===== src/rtl/voice_allocator.sv =====
// rtl/voice_allocator.sv - key-to-voice allocator for piano_note voices.
// Optional oldest-voice stealing when all voices are busy is enabled by macro VOICE_STEAL_EN.
module voice_allocator #(
    parameter int NUM_KEYS   = 12,
    parameter int NUM_VOICES = 4
) (
    input  logic                    CLK100MHZ,
    input  logic                    CPU_RESETN,
    input  logic [NUM_KEYS-1:0]     key_req,
    input  logic [2:0]              octave,
    output logic [NUM_VOICES-1:0]   voice_key_press,
    output logic [4*NUM_VOICES-1:0] voice_note,
    output logic [3*NUM_VOICES-1:0] voice_octave,
    output logic [3:0]              active_count,
    output logic                    steal_pulse
);

    localparam logic [2:0] AGE_MAX = 3'(NUM_VOICES - 1);

    logic [NUM_KEYS-1:0]     sync1_q, sync1_d, sync2_q, sync2_d, prev_q, prev_d;
    logic [NUM_KEYS-1:0]     pend_press_q, pend_press_d, pend_rel_q, pend_rel_d;
    logic [NUM_VOICES-1:0]   press_q, press_d;
    logic [4*NUM_VOICES-1:0] note_q, note_d;
    logic [3*NUM_VOICES-1:0] oct_q, oct_d, age_q, age_d;
    logic [3:0]              count_q, count_d;
    logic                    steal_q, steal_d;

    always_comb begin
        int rel_k, prs_k, hit_v, free_v, alloc_v;
        logic [NUM_KEYS-1:0] rise, fall;
`ifdef VOICE_STEAL_EN
        int old_v;
        logic [2:0] best_age;
`endif
        sync1_d      = key_req;
        sync2_d      = sync1_q;
        prev_d       = sync2_q;
        pend_press_d = pend_press_q;
        pend_rel_d   = pend_rel_q;
        press_d      = press_q;
        note_d       = note_q;
        oct_d        = oct_q;
        age_d        = age_q;
        steal_d      = 1'b0;
        rise         = sync2_q & ~prev_q;
        fall         = ~sync2_q & prev_q;
        rel_k        = -1;
        prs_k        = -1;
        hit_v        = -1;
        free_v       = -1;
        alloc_v      = -1;

        // Downward scans leave the lowest matching index in each selector.
        for (int k = NUM_KEYS - 1; k >= 0; k--) begin
            if (pend_rel_q[k])   rel_k = k;
            if (pend_press_q[k]) prs_k = k;
        end
        for (int v = NUM_VOICES - 1; v >= 0; v--) begin
            if (press_q[v] && rel_k >= 0 && note_q[4*v +: 4] == 4'(rel_k)) hit_v = v;
            if (!press_q[v]) free_v = v;
        end
`ifdef VOICE_STEAL_EN
        old_v    = 0;
        best_age = age_q[2:0];
        for (int v = 1; v < NUM_VOICES; v++) begin
            if (age_q[3*v +: 3] > best_age) begin
                best_age = age_q[3*v +: 3];
                old_v    = v;
            end
        end
`endif

        if (rel_k >= 0) begin
            for (int k = 0; k < NUM_KEYS; k++)
                if (k == rel_k) pend_rel_d[k] = 1'b0;
            for (int v = 0; v < NUM_VOICES; v++)
                if (v == hit_v) press_d[v] = 1'b0;
        end else if (prs_k >= 0) begin
            for (int k = 0; k < NUM_KEYS; k++)
                if (k == prs_k) pend_press_d[k] = 1'b0;
            if (free_v >= 0) begin
                alloc_v = free_v;
            end
`ifdef VOICE_STEAL_EN
            else begin
                alloc_v = old_v;
                steal_d = 1'b1;
            end
`endif
        end

        if (alloc_v >= 0) begin
            for (int v = 0; v < NUM_VOICES; v++) begin
                if (v == alloc_v) begin
                    press_d[v]         = 1'b1;
                    note_d[4*v +: 4]   = 4'(prs_k);
                    oct_d[3*v +: 3]    = octave;
                    age_d[3*v +: 3]    = 3'd0;
                end else if (press_q[v] && age_q[3*v +: 3] < AGE_MAX) begin
                    age_d[3*v +: 3]    = age_q[3*v +: 3] + 3'd1;
                end
            end
        end

        // New edges override the cleared service bit so no event is lost.
        pend_press_d = (pend_press_d | rise) & ~fall;
        pend_rel_d   = pend_rel_d | fall;

        count_d = 4'd0;
        for (int v = 0; v < NUM_VOICES; v++)
            count_d = count_d + 4'(press_d[v]);
    end

    always_ff @(posedge CLK100MHZ or negedge CPU_RESETN) begin
        if (!CPU_RESETN) begin
            sync1_q      <= '0;
            sync2_q      <= '0;
            prev_q       <= '0;
            pend_press_q <= '0;
            pend_rel_q   <= '0;
            press_q      <= '0;
            note_q       <= '0;
            oct_q        <= '0;
            age_q        <= '0;
            count_q      <= '0;
            steal_q      <= 1'b0;
        end else begin
            sync1_q      <= sync1_d;
            sync2_q      <= sync2_d;
            prev_q       <= prev_d;
            pend_press_q <= pend_press_d;
            pend_rel_q   <= pend_rel_d;
            press_q      <= press_d;
            note_q       <= note_d;
            oct_q        <= oct_d;
            age_q        <= age_d;
            count_q      <= count_d;
            steal_q      <= steal_d;
        end
    end

    assign voice_key_press = press_q;
    assign voice_note      = note_q;
    assign voice_octave    = oct_q;
    assign active_count    = count_q;
`ifdef VOICE_STEAL_EN
    assign steal_pulse     = steal_q;
`else
    assign steal_pulse     = 1'b0;
`endif

endmodule


===== config.mk =====
export PLATFORM = sky130hd
export DESIGN_NAME = voice_allocator
export DESIGN_NICKNAME = d
export VERILOG_FILES = /design/src/rtl/voice_allocator.sv
export SDC_FILE = /design/constraint.sdc
export NUM_CORES = 1
export LEC_CHECK = 0
export BUFFER_PORTS_ARGS = -buffer_cell sky130_fd_sc_hd__buf_2
export CAP_MARGIN = 20
export CORE_ASPECT_RATIO = 1.4
export CORE_UTILIZATION = 45
export CTS_CLUSTER_SIZE = 30
export DETAILED_ROUTE_END_ITERATION = 16
export PLACE_DENSITY = 0.76
export REMOVE_ABC_BUFFERS = 1
export SLEW_MARGIN = 20
export SYNTH_ARGS = -nofsm -noshare
export SYNTH_HDL_FRONTEND = slang
export SYNTH_SLANG_ARGS = --single-unit

===== constraint.sdc =====
create_clock -name CLK100MHZ -period 8 [get_ports CLK100MHZ]
set_input_delay 0.4 -clock CLK100MHZ [delete_from_list [all_inputs] [get_ports CLK100MHZ]]
set_output_delay 0.4 -clock CLK100MHZ [all_outputs]
set_load 0.01 [all_outputs]

# Word level (Yosys, flattened, before mapping)
# Cells that the tools add are included.
[classes]
n_lt_le_gt_ge = 4
reduce_logical = 16
n_bitwise = 8
n_eq_ne = 32
muxes = 72
n_addsub = 3
[op_table]
columns = ["op", "count"]
rows = [
  ["$mux 32", 35],
  ["$eq 3x32->1 const A", 8],
  ["$eq 4x32->1 const A", 8],
  ["$eq 5x32->1 const A", 8],
  ["$eq 2x32->1 const A", 4],
  ["$ge 32x1->1 const B", 4],
  ["$logic_not 32->1", 4],
  ["$and 12x12->12", 3],
  ["$mux 12", 3],
  ["$not 12->12", 3],
  ["$mux 1", 32],
  ["$or 12x12->12", 2],
  ["$eq 4x4->1", 4],
  ["$logic_and 1x1->1", 8],
  ["$mux 4", 2],
  ["$reduce_and 2->1", 4],
  ["$add 3x1->4", 1],
  ["$add 2x1->3", 1],
  ["$add 1x1->2", 1],
]
[totals]
output_inout_bits = 37
wordCells = 150
input_bits = 17
reg_bits = 96

# Logic depth before layout (Yosys ltp)
# Gate-level depths: netlist (run 1).
[logic_depth]
ltp_word = 27
mapped_depth = 10
mapped_depth_nobuf = 10

# Worst setup path after synthesis (run 1)
# Ideal clock, no wire load.
[synth_path]
path_type = "register to register"
start = "register pend_rel_q[10]"
end = "register count_q[1] (netlist: active_count[1])"
stages_incl_launch_ff = 11
slack_ns = 4.929
period_less_slack_ns = 3.071
required_ns = 7.874
setup_time_ns = 0.126
path_buffers = 0
t_arrival_ns = 2.945
path_cell_list = "dfrtp_1 -> nor4_4 -> nor2b_1 -> and3_1 -> o31ai_1 -> nor4b_1 -> or4_1 -> o22a_1 -> fa_1 -> ha_1 -> ha_1"
[synth_via]
elab_cells_between_ends = 51
cone_classes = "add/sub: 3; order compare: 2; eq/ne: 10; mux: 26; reduce/logical: 10"
[synth_rtl]
columns = ["item", "line_no", "source"]
rows = [
  ["start: declaration", "21", "logic [NUM_KEYS-1:0] pend_press_q, pend_press_d, pend_rel_q, pend_rel_d;"],
  ["start signal: assignment", "132", "pend_rel_q <= pend_rel_d;"],
  ["$mux 32 * (11 in series)", "55", "if (pend_rel_q[k]) rel_k = k;"],
  ["$ge 32x1->1", "59, 73", ""],
  ["$logic_and 1x1->1 (2 in series)", "59", "if (press_q[v] && rel_k >= 0 && note_q[4*v +: 4] == 4'(rel_k)) hit_v = v;"],
  ["$mux 32 (4 in series)", "59", ""],
  ["$eq 3x32->1", "77", "if (v == hit_v) press_d[v] = 1'b0;"],
  ["$mux 1", "77", ""],
  ["$mux 4", "73", "if (rel_k >= 0) begin"],
  ["$mux 1", "94", "if (v == alloc_v) begin"],
  ["$mux 4 *", "92", "if (alloc_v >= 0) begin"],
  ["named net press_d[3]", "22", "logic [NUM_VOICES-1:0] press_q, press_d;"],
  ["$add 3x1->4 *", "111", "count_d = count_d + 4'(press_d[v]);"],
  ["named net count_d[1]", "25", "logic [3:0] count_q, count_d;"],
  ["end signal: assignment", "137", "count_q <= count_d;"],
  ["end: declaration", "25", ""],
]
# The timed path passes the listed nets; every way through them passes the cells marked *.
# A chain may end at the register's enable or synchronous reset.

# Final worst setup path (run 1)
# Ends and elaborated chain as after synthesis.

==> metrics.txt, run 1 <==
FMAX=295 MHz; full die area=8850 sq um; wire length per cell=15.6 um; leakage power=2.17 nW; fin crit period=3.39 ns; DR DRC count=0; vias in the first global route=approximately 2600; CP max-delay cell=or4_1; Primary FF master, synth=dfrtp_1; DRT iter0 DRCs=roughly 140; fin nets=389; CP Buf/Inv Count=0; Syn Std Cell Area=~3800 sq um; initial antenna violation count=0; Sink Count=95; CTS tree=yes; postcts setup bufs=0; measured slew at the worst slew-check pin=0.915 ns; DRT Wirelength=around 7400 um; pwr dens=~230 nW/um^2; number of iterations in the first detailed-routing pass=4; largest net degree at the start of global routing=78; Setup CP Type=flop to flop; cells along the critical path=nor4_4, nor2b_1, and3_1, o31ai_1, nor4b_1, or4_1, o22a_1, fa_1, ha_1, ha_1; DRT antenna net count=0; first-pass GRT wire length=12500 um; Initial Utilization=46.5%; H-Tree Level Count=3; CP endpoint kind=flop; clk buf depth=2; Max Transition Viols Final=0; Startpoint Class=flop; status=finished clean; CTS clk-pin slew, worst paths=0.07 ns; Yosys Warn Count=0; Clock Latency Late Sink=0.34 ns; DP HPWL=5370 um; TritonCTS buffer count=9; die height=111 um; top-area cell type share of the netlist area=62.4%; die width=79.8 um; n_diodes=0; Via Count=2564; Via density=5.39; cell count after synthesis=~310; placer congestion estimate=0.917; Max transition margin=39.0%; Final setup viols=0; most used cell, CP=ha_1; Tcrit/Tclk final=42.4%; layout cell share with drive strength beyond 1=28.6%; row cnt=39; total congestion overflow=0; slowest stage delay, CP=roughly 0.53 ns; I/O Buffers=51; CP required=around 8.2 ns; crit path max fanout=4; worst reg2reg setup slack=between 4 and 5 ns; FF+latch count, synth=95; Final Non-Filler Cells=around 480; library cells used by synthesis=49; Synth area leader=dfrtp_1; Tot Pwr=1.05 mW; register area share after synthesis=62.4%; Max VDD drop=roughly 150 uV; Hold/Removal Path Class=input port to flop; RSZ-0062 raised after global routing=no; Layout area overhead=17.7%; synth top area cells=dfrtp_1 62%, mux2_2 8.0%, nand2_1 2.9%; maxcap violations=0; skew final=0.00857 ns; Hold Vio Cnt, Final=0; placed cells=459; Top delay family on crit path=simple AND/OR/NAND/NOR gates; GRT Total Usage=a little under a fifth; Root Buffer=clkbuf_16; Final TNS setup=0 ns; Core Region=~8000 sq um; post-synthesis async set-or-reset flop share=100%; critical path data arrival time=approximately 3.6 ns; IO Pins=54; mean post-synth cell area=roughly 12 sq um; Post-synth EDFFs=0
-- sequential cells by signal, indices dropped and copies added, names as in the netlist --
register / count
prev_q: 12
pend_press_q: 12
prev_d: 12
voice_octave: 12
pend_rel_q: 12
active_count: 3
voice_key_press: 4
voice_note: 16
sync1_q: 12
-- synthesized netlist by cell type, types with 2 or more instances --
| master | number |
|---|---|
| dfrtp_1 | 95 |
| nand2_1 | 29 |
| mux2_2 | 27 |
| inv_1 | 20 |
| o21ai_0 | 19 |
| nor2_1 | 16 |
| o31ai_1 | 8 |
| a21oi_1 | 7 |
| nor2b_1 | 6 |
| nand3_1 | 5 |
| nor4_1 | 5 |
| o211ai_1 | 5 |
| xor2_1 | 5 |
| and3_1 | 4 |
| nor3_1 | 4 |
| o31a_1 | 4 |
| nand2b_1 | 3 |
| xnor2_1 | 3 |
| a221oi_1 | 2 |
| a31o_2 | 2 |
| a41oi_1 | 2 |
| buf_2 | 2 |
| buf_4 | 2 |
| ha_1 | 2 |
| nand3_2 | 2 |
| nor2_2 | 2 |
| nor4_4 | 2 |
| o21a_1 | 2 |
| o22ai_1 | 2 |
| or4_1 | 2 |
-- power breakdown --
group | switching, mW | internal [mW]
logic | 0.0599 | 0.0376
registers | 0.0275 | 0.509
clock network | 0.171 | 0.241
total | 0.259 | 0.788
-- final timing paths --
path	cells after the start	startpoint	endpoint
max	10	pend_rel_q[10]$_DFF_PN0_	active_count[1]$_DFF_PN0_
min	1	key_req[8]	sync1_q[8]$_DFF_PN0_
max reg2reg	10	pend_rel_q[10]$_DFF_PN0_	active_count[1]$_DFF_PN0_
min reg2reg	0	sync1_q[4]$_DFF_PN0_	prev_d[4]$_DFF_PN0_
max in group asynchronous	3	CPU_RESETN	voice_note[0]$_DFFE_PN0P_
min in group asynchronous	2	CPU_RESETN	voice_octave[6]$_DFFE_PN0P_
-- logic make-up (layout without fill, tap and decap cells) --
family,count (synthesis),in the layout,share of synthesized area (%)
XOR/XNOR,8,8,1.84
other,1,2,0.0984
multiplexers,27,27,7.98
flip-flops,95,95,62.4
adder cells (fa/ha/maj),4,4,1.44
AO/OA/AOI/OAI,61,61,10.9
buffers and inverters,25,90,2.72
AND/OR/NAND/NOR,87,87,12.6
-- final cells by class --
class	count	area (sq um)
Clock buffer	10	229
Clock inverter	6	61.3
Fill cell	708	3710
Inverter	20	75.1
Multi-Input combinational cell	189	1330
Sequential cell	95	2380
Tap cell	102	128
Timing Repair Buffer	54	283
-- layer usage --
metal	routed length [um]	track usage, %	share of wire (%)
met5	0	0	0
met4	194	7.74	2.6
met3	257	5.27	3.5
met2	3870	31.7	52
met1	3100	22.1	42
-- placed cells by master, fill, tap and decap left out, types with 4 or more instances in the layout --
cell type and n:
inv_1 20, nor2b_1 6, o31a_1 4, nor4_1 5, nor2_1 16, o211ai_1 5
dfrtp_1 95, clkbuf_16 9, a21oi_1 7, nand2_1 29, and3_1 4, nand3_1 5
o21ai_0 19, mux2_2 27, o31ai_1 8, nor3_1 4, buf_2 50, xor2_1 5
-- per-stage QoR --
stage / setup slack, ns / area [sq um] / hold slack [ns] / util (%)
2_1_floorplan: 4.49 / 3790 / 0.104 / -
3_3_place_gp: 4.66 / 4190 / 0.282 / 51.1
3_5_place_dp: 4.64 / 4190 / 0.289 / 51.1
4_1_cts: 4.63 / 4490 / 0.155 / 54.7
5_1_grt: 4.40 / 4490 / 0.148 / 54.7
6_report: 4.61 / 4490 / 0.162 / 54.7
-- timing repair --
item | in CTS | in global routing
endpoints found under the hold margin | 18 | 0
gates resized for setup | 0 | 0
hold buffers | 1 | 0
Note: power is estimated with default switching activity, not from simulation.
==> run 2: changes to the inputs <==
==> constraint.sdc (replaced) <==
create_clock -name CLK100MHZ -period 3.5 [get_ports CLK100MHZ]
set_input_delay 0.175 -clock CLK100MHZ [delete_from_list [all_inputs] [get_ports CLK100MHZ]]
set_output_delay 0.175 -clock CLK100MHZ [all_outputs]
set_load 0.01 [all_outputs]
==> run 2 against run 1 <==
Largest cell class unchanged. Clock skew is 0.00083 ns higher. Worst hold slack got worse by 0.058 ns. Highest routed layer unchanged. Final cell count up 3.4%. Routed wire length decreased by 0.63%.
==> metrics.txt, run 2 (synthesis gave the netlist of run 1 again) <==
total congestion overflow=0; first-pass GRT wire length=12500 um; CP required=3.72 ns; TritonCTS buffer count=9; Max transition margin=about 43%; status=finished clean; critical path data arrival time=3.52 ns; CTS clk-pin slew, worst paths=0.07 ns; placer congestion estimate=~0.94; Root Buffer=clkbuf_16; FMAX=303 MHz; Via Count=between 2000 and 3000; Core Region=8200 sq um; fin crit period=between 3 and 4 ns; Multi-input gate area=around 1300 sq um; Via density=5.24; die width=79.8 um; vias in the first global route=2654; pwr dens=514 nW/um^2; Layout area overhead=21.4%; leakage power=~2.2 nW; clk buf depth=2; Final setup viols=0; DP HPWL=5370 um; maxcap violations=0; Initial Utilization=46.5%; measured slew at the worst slew-check pin=0.860 ns; Filler cells=~700; register area=roughly 2400 sq um; commonest non-fill, non-tap cell in the layout=dfrtp_1; n_diodes=0; Clock Latency Late Sink=0.34 ns; CP endpoint kind=flop; Setup CP Type=flop to flop; Final TNS setup=0 ns; full die area=about 8800 sq um; layout cell share with drive strength beyond 1=28.5%; wire length per cell=15.0 um; row cnt=39; final core occ=between 50 and 60%; design area=approximately 4600 sq um; skew final=0.00940 ns; DRT Wirelength=roughly 7400 um; CTS resizes=0; Hold Vio Cnt, Final=0; Largest register FFs=16; Max VDD drop=401 uV; Max Transition Viols Final=0; RSZ-0062 raised after global routing=no; I/O Buffers=51; largest net degree at the start of global routing=approximately 70; die height=between 100 and 150 um; DR DRC count=0; IO Pins=54; Tcrit/Tclk final=94.4%; H-Tree Level Count=3; CTS tree=yes; fin nets=405; number of iterations in the first detailed-routing pass=4; GRT Total Usage=18.6%; Hold/Removal Path Class=input port to flop; commonest non-fill, non-tap cells in the layout=95 x dfrtp_1, 50 x buf_2, 29 x nand2_1; Startpoint Class=flop; crit path max fanout=4; Sink Count=95; DRT antenna net count=0; Area after DPL=4220 sq um; initial antenna violation count=0; DRT iter0 DRCs=around 160
run 2: where the power goes:
group          internal [mW]  switching (mW)  total [mW]
clock network          0.493           0.425       0.918
logic                 0.0962           0.138       0.234
registers               1.16          0.0637        1.23
run 2: per-layer routing:
metal / part of all wire [%] / vias to the layer above / GRT usage (%)
met2: 52 / 70 / 31.9
met3: 3.6 / 17 / 4.28
li1: - / 1234 / -
met4: 2.7 / 0 / 8.33
met1: 41 / 1255 / 21.8
met5: 0 / - / 0
run 2: critical path, stage by stage (launching register included):
cell     delay, ns
dfrtp_1       0.42
nor4_4        0.40
nor2b_1       0.14
and3_1        0.21
o31ai_1       0.24
nor4b_1       0.11
or4_1         0.53
o22a_1        0.21
fa_1          0.46
ha_1          0.19
ha_1          0.28
run 2: metrics by stage:
stage / worst slack, ns / power, mW / hold WS, ns / cells
after floorplan: -0.0139 / 1.37 / -0.121 / 304
after detailed placement: 0.208 / 1.47 / 0.284 / 463
after CTS: 0.202 / 2.40 / 0.0925 / 492
after global routing: 0.0352 / 2.49 / 0.103 / 492
final: 0.197 / 2.38 / 0.104 / 492
after global placement: 0.254 / 1.46 / 0.282 / 463
run 2: cell type report:
class | count | share of cell area (%)
sequential | 95 | 51.4
timing repair buffer | 70 | 9.35
clock inverter | 6 | 1.14
clock buffer | 10 | 4.95
multi-input combinational | 189 | 28.8
tap | 102 | 2.76
inverter | 20 | 1.62
run 2: path summary, 6_finish.rpt:
check	start	endpoint	slack, ns	depth (start not counted)
max	pend_rel_q[10]$_DFF_PN0_	active_count[1]$_DFF_PN0_	0.20	10
min	octave[2]	voice_octave[8]$_DFFE_PN0P_	0.10	2
max reg2reg	pend_rel_q[10]$_DFF_PN0_	active_count[1]$_DFF_PN0_	0.20	10
min reg2reg	sync1_q[6]$_DFF_PN0_	prev_d[6]$_DFF_PN0_	0.35	0
max in group asynchronous	CPU_RESETN	pend_press_q[10]$_DFF_PN0_	2.17	3
min in group asynchronous	CPU_RESETN	voice_octave[4]$_DFFE_PN0P_	0.49	2
run 2: timing repair:
item	CTS	global route
endpoints found under the hold margin	82	0
setup buffers	0	0
hold buffers	13	0
endpoints found under the setup margin	0	0
==> run 3: changes to the inputs <==
--- a/config.mk
+++ b/config.mk
@@ -11,6 +11,7 @@
 export CORE_UTILIZATION = 45
 export CTS_CLUSTER_SIZE = 30
 export DETAILED_ROUTE_END_ITERATION = 16
+export HOLD_SLACK_MARGIN = 0.15
 export PLACE_DENSITY = 0.76
 export REMOVE_ABC_BUFFERS = 1
 export SLEW_MARGIN = 20
==> run 3 against run 2 <==
Non-clock buffer count up 3. Final cell count up 0.61%. Final area up 0.65%. Worst hold slack better by 0.24 ns. Global-route usage up 0.12 points. Clock-buffer cell count unchanged.
==> metrics.txt, run 3 (synthesis gave the netlist of run 1 again) <==
initial antenna violation count=0; total congestion overflow=0; n_diodes=0; measured slew at the worst slew-check pin=0.858 ns; Max Transition Viols Final=0; DRT iter0 DRCs=137; clk buf depth=2; Switch Pwr=0.628 mW; Filler cells=around 700; status=finished clean; Comb power frac=9.9%; CTS tree=yes; postcts setup bufs=0; placer congestion estimate=0.940; Max VDD drop=401 uV; maxcap violations=0; Final WS setup=0.193 ns; GRT Total Usage=18.7%; critical path data arrival time=3.53 ns; Via density=5.26; Setup CP Type=flop to flop; H-Tree Level Count=3; M2 GR Usage=roughly a third; fin nets=408; clock share of power=between 30% and 40%; Max transition margin=42.8%; RSZ-0062 raised after global routing=no; vias in the first global route=~2700; Final setup viols=0; FMAX=302 MHz; IO Pins=54; CTS clk-pin slew, worst paths=0.07 ns; die height=111 um; Hold/Removal Path Class=flop to flop; first-pass GRT wire length=12500 um; Initial Utilization=46.5%; CP endpoint kind=flop; number of iterations in the first detailed-routing pass=4; Sink Count=95; most used routing layer=met2; leakage power=roughly 2.2 nW; Root Buffer=clkbuf_16; die width=79.8 um; Via Count=2605; layout cell share with drive strength beyond 1=28.2%; Int Pwr=1.76 mW; full die area=approximately 8800 sq um; Tcrit/Tclk final=94.5%; skew final=around 0.0095 ns; DR DRC count=0; Final TNS setup=0 ns; Startpoint Class=flop; DP HPWL=5370 um; wire length per cell=15.1 um; largest net degree at the start of global routing=72; row cnt=39; Layout area overhead=22.2%; Clock Latency Late Sink=0.34 ns; commonest non-fill, non-tap cells in the layout=95 x dfrtp_1, 50 x buf_2, 29 x nand2_1; M3 GR Usage=under 10%; CP required=roughly 3.7 ns; post-place setup slack=0.208 ns; grt met1 use=21.9%; commonest non-fill, non-tap cell in the layout=dfrtp_1; I/O Buffers=51; Seq pwr share=51.5%; fin crit period=3.31 ns; DRT antenna net count=0; TritonCTS buffer count=9; DRT Wirelength=around 7500 um; pwr dens=512 nW/um^2; Final Non-Filler Cells=495; Hold Vio Cnt, Final=0; Sw Share=26.4%; crit path max fanout=4; Core Region=8200 sq um; Largest register FFs=16; placed cells=463
run 3: changes by cell type in the layout (fill, tap and decap cells not counted):
cell,delta
dlygate4sd3_1,+3
run 3: cell type report:
cell class	count	area (sq um)	share of cell area, %
clock buffers	10	229	4.92
well taps	102	128	2.74
multi-input cells	189	1330	28.6
flip-flops and latches	95	2380	51.0
inverters	20	75.1	1.61
clock inverters	6	52.6	1.13
repair buffers	73	463	9.94
run 3: worst paths after layout:
check	from	to	slack, ns	depth (start not counted)
worst max-delay path	pend_rel_q[10]$_DFF_PN0_	active_count[1]$_DFF_PN0_	0.19	10
worst min-delay path	sync1_q[6]$_DFF_PN0_	prev_d[6]$_DFF_PN0_	0.35	0
worst max register to register	pend_rel_q[10]$_DFF_PN0_	active_count[1]$_DFF_PN0_	0.19	10
worst min register to register	sync1_q[6]$_DFF_PN0_	prev_d[6]$_DFF_PN0_	0.35	0
max in group asynchronous	CPU_RESETN	pend_press_q[10]$_DFF_PN0_	2.16	3
min in group asynchronous	CPU_RESETN	voice_octave[4]$_DFFE_PN0P_	0.49	2
run 3: critical path: stages (launching register included):
cell	delay [ns]
dfrtp_1	0.42
nor4_4	0.39
nor2b_1	0.14
and3_1	0.21
o31ai_1	0.24
nor4b_1	0.11
or4_1	0.53
o22a_1	0.21
fa_1	0.46
ha_1	0.19
ha_1	0.28
run 3: metrics by stage:
| stage | hold WS (ns) | cell area (sq um) | util, % | power, mW |
|---|---|---|---|---|
| after CTS | 0.349 | 4660 | 56.8 | 2.41 |
| after global placement | 0.282 | 4220 | 51.4 | 1.46 |
| after floorplan | -0.121 | 3790 | - | 1.37 |
| final | 0.347 | 4660 | 56.8 | 2.38 |
| after global routing | 0.351 | 4660 | 56.8 | 2.49 |
| after detailed placement | 0.284 | 4220 | 51.4 | 1.47 |
run 3: power by group through the flow:
stage / Clock, mW / Combinational [mW] / Sequential [mW]
6_report: 0.919 / 0.237 / 1.23
5_1_grt: 0.983 / 0.268 / 1.24
2_1_floorplan: 0 / 0.126 / 1.24
3_3_place_gp: 0 / 0.215 / 1.24
3_5_place_dp: 0 / 0.223 / 1.25
4_1_cts: 0.941 / 0.239 / 1.23
run 3: per-layer routing:
metal / vias to the layer above / wire length (um)
met4: 0 / 199
met1: 1271 / 3120
met2: 77 / 3880
met5: - / 0
met3: 16 / 271
li1: 1241 / -
run 3: repair_timing:
item	CTS	global route
hold buffers	16	0
hold endpoints to repair	94	0
gates resized for setup	0	0
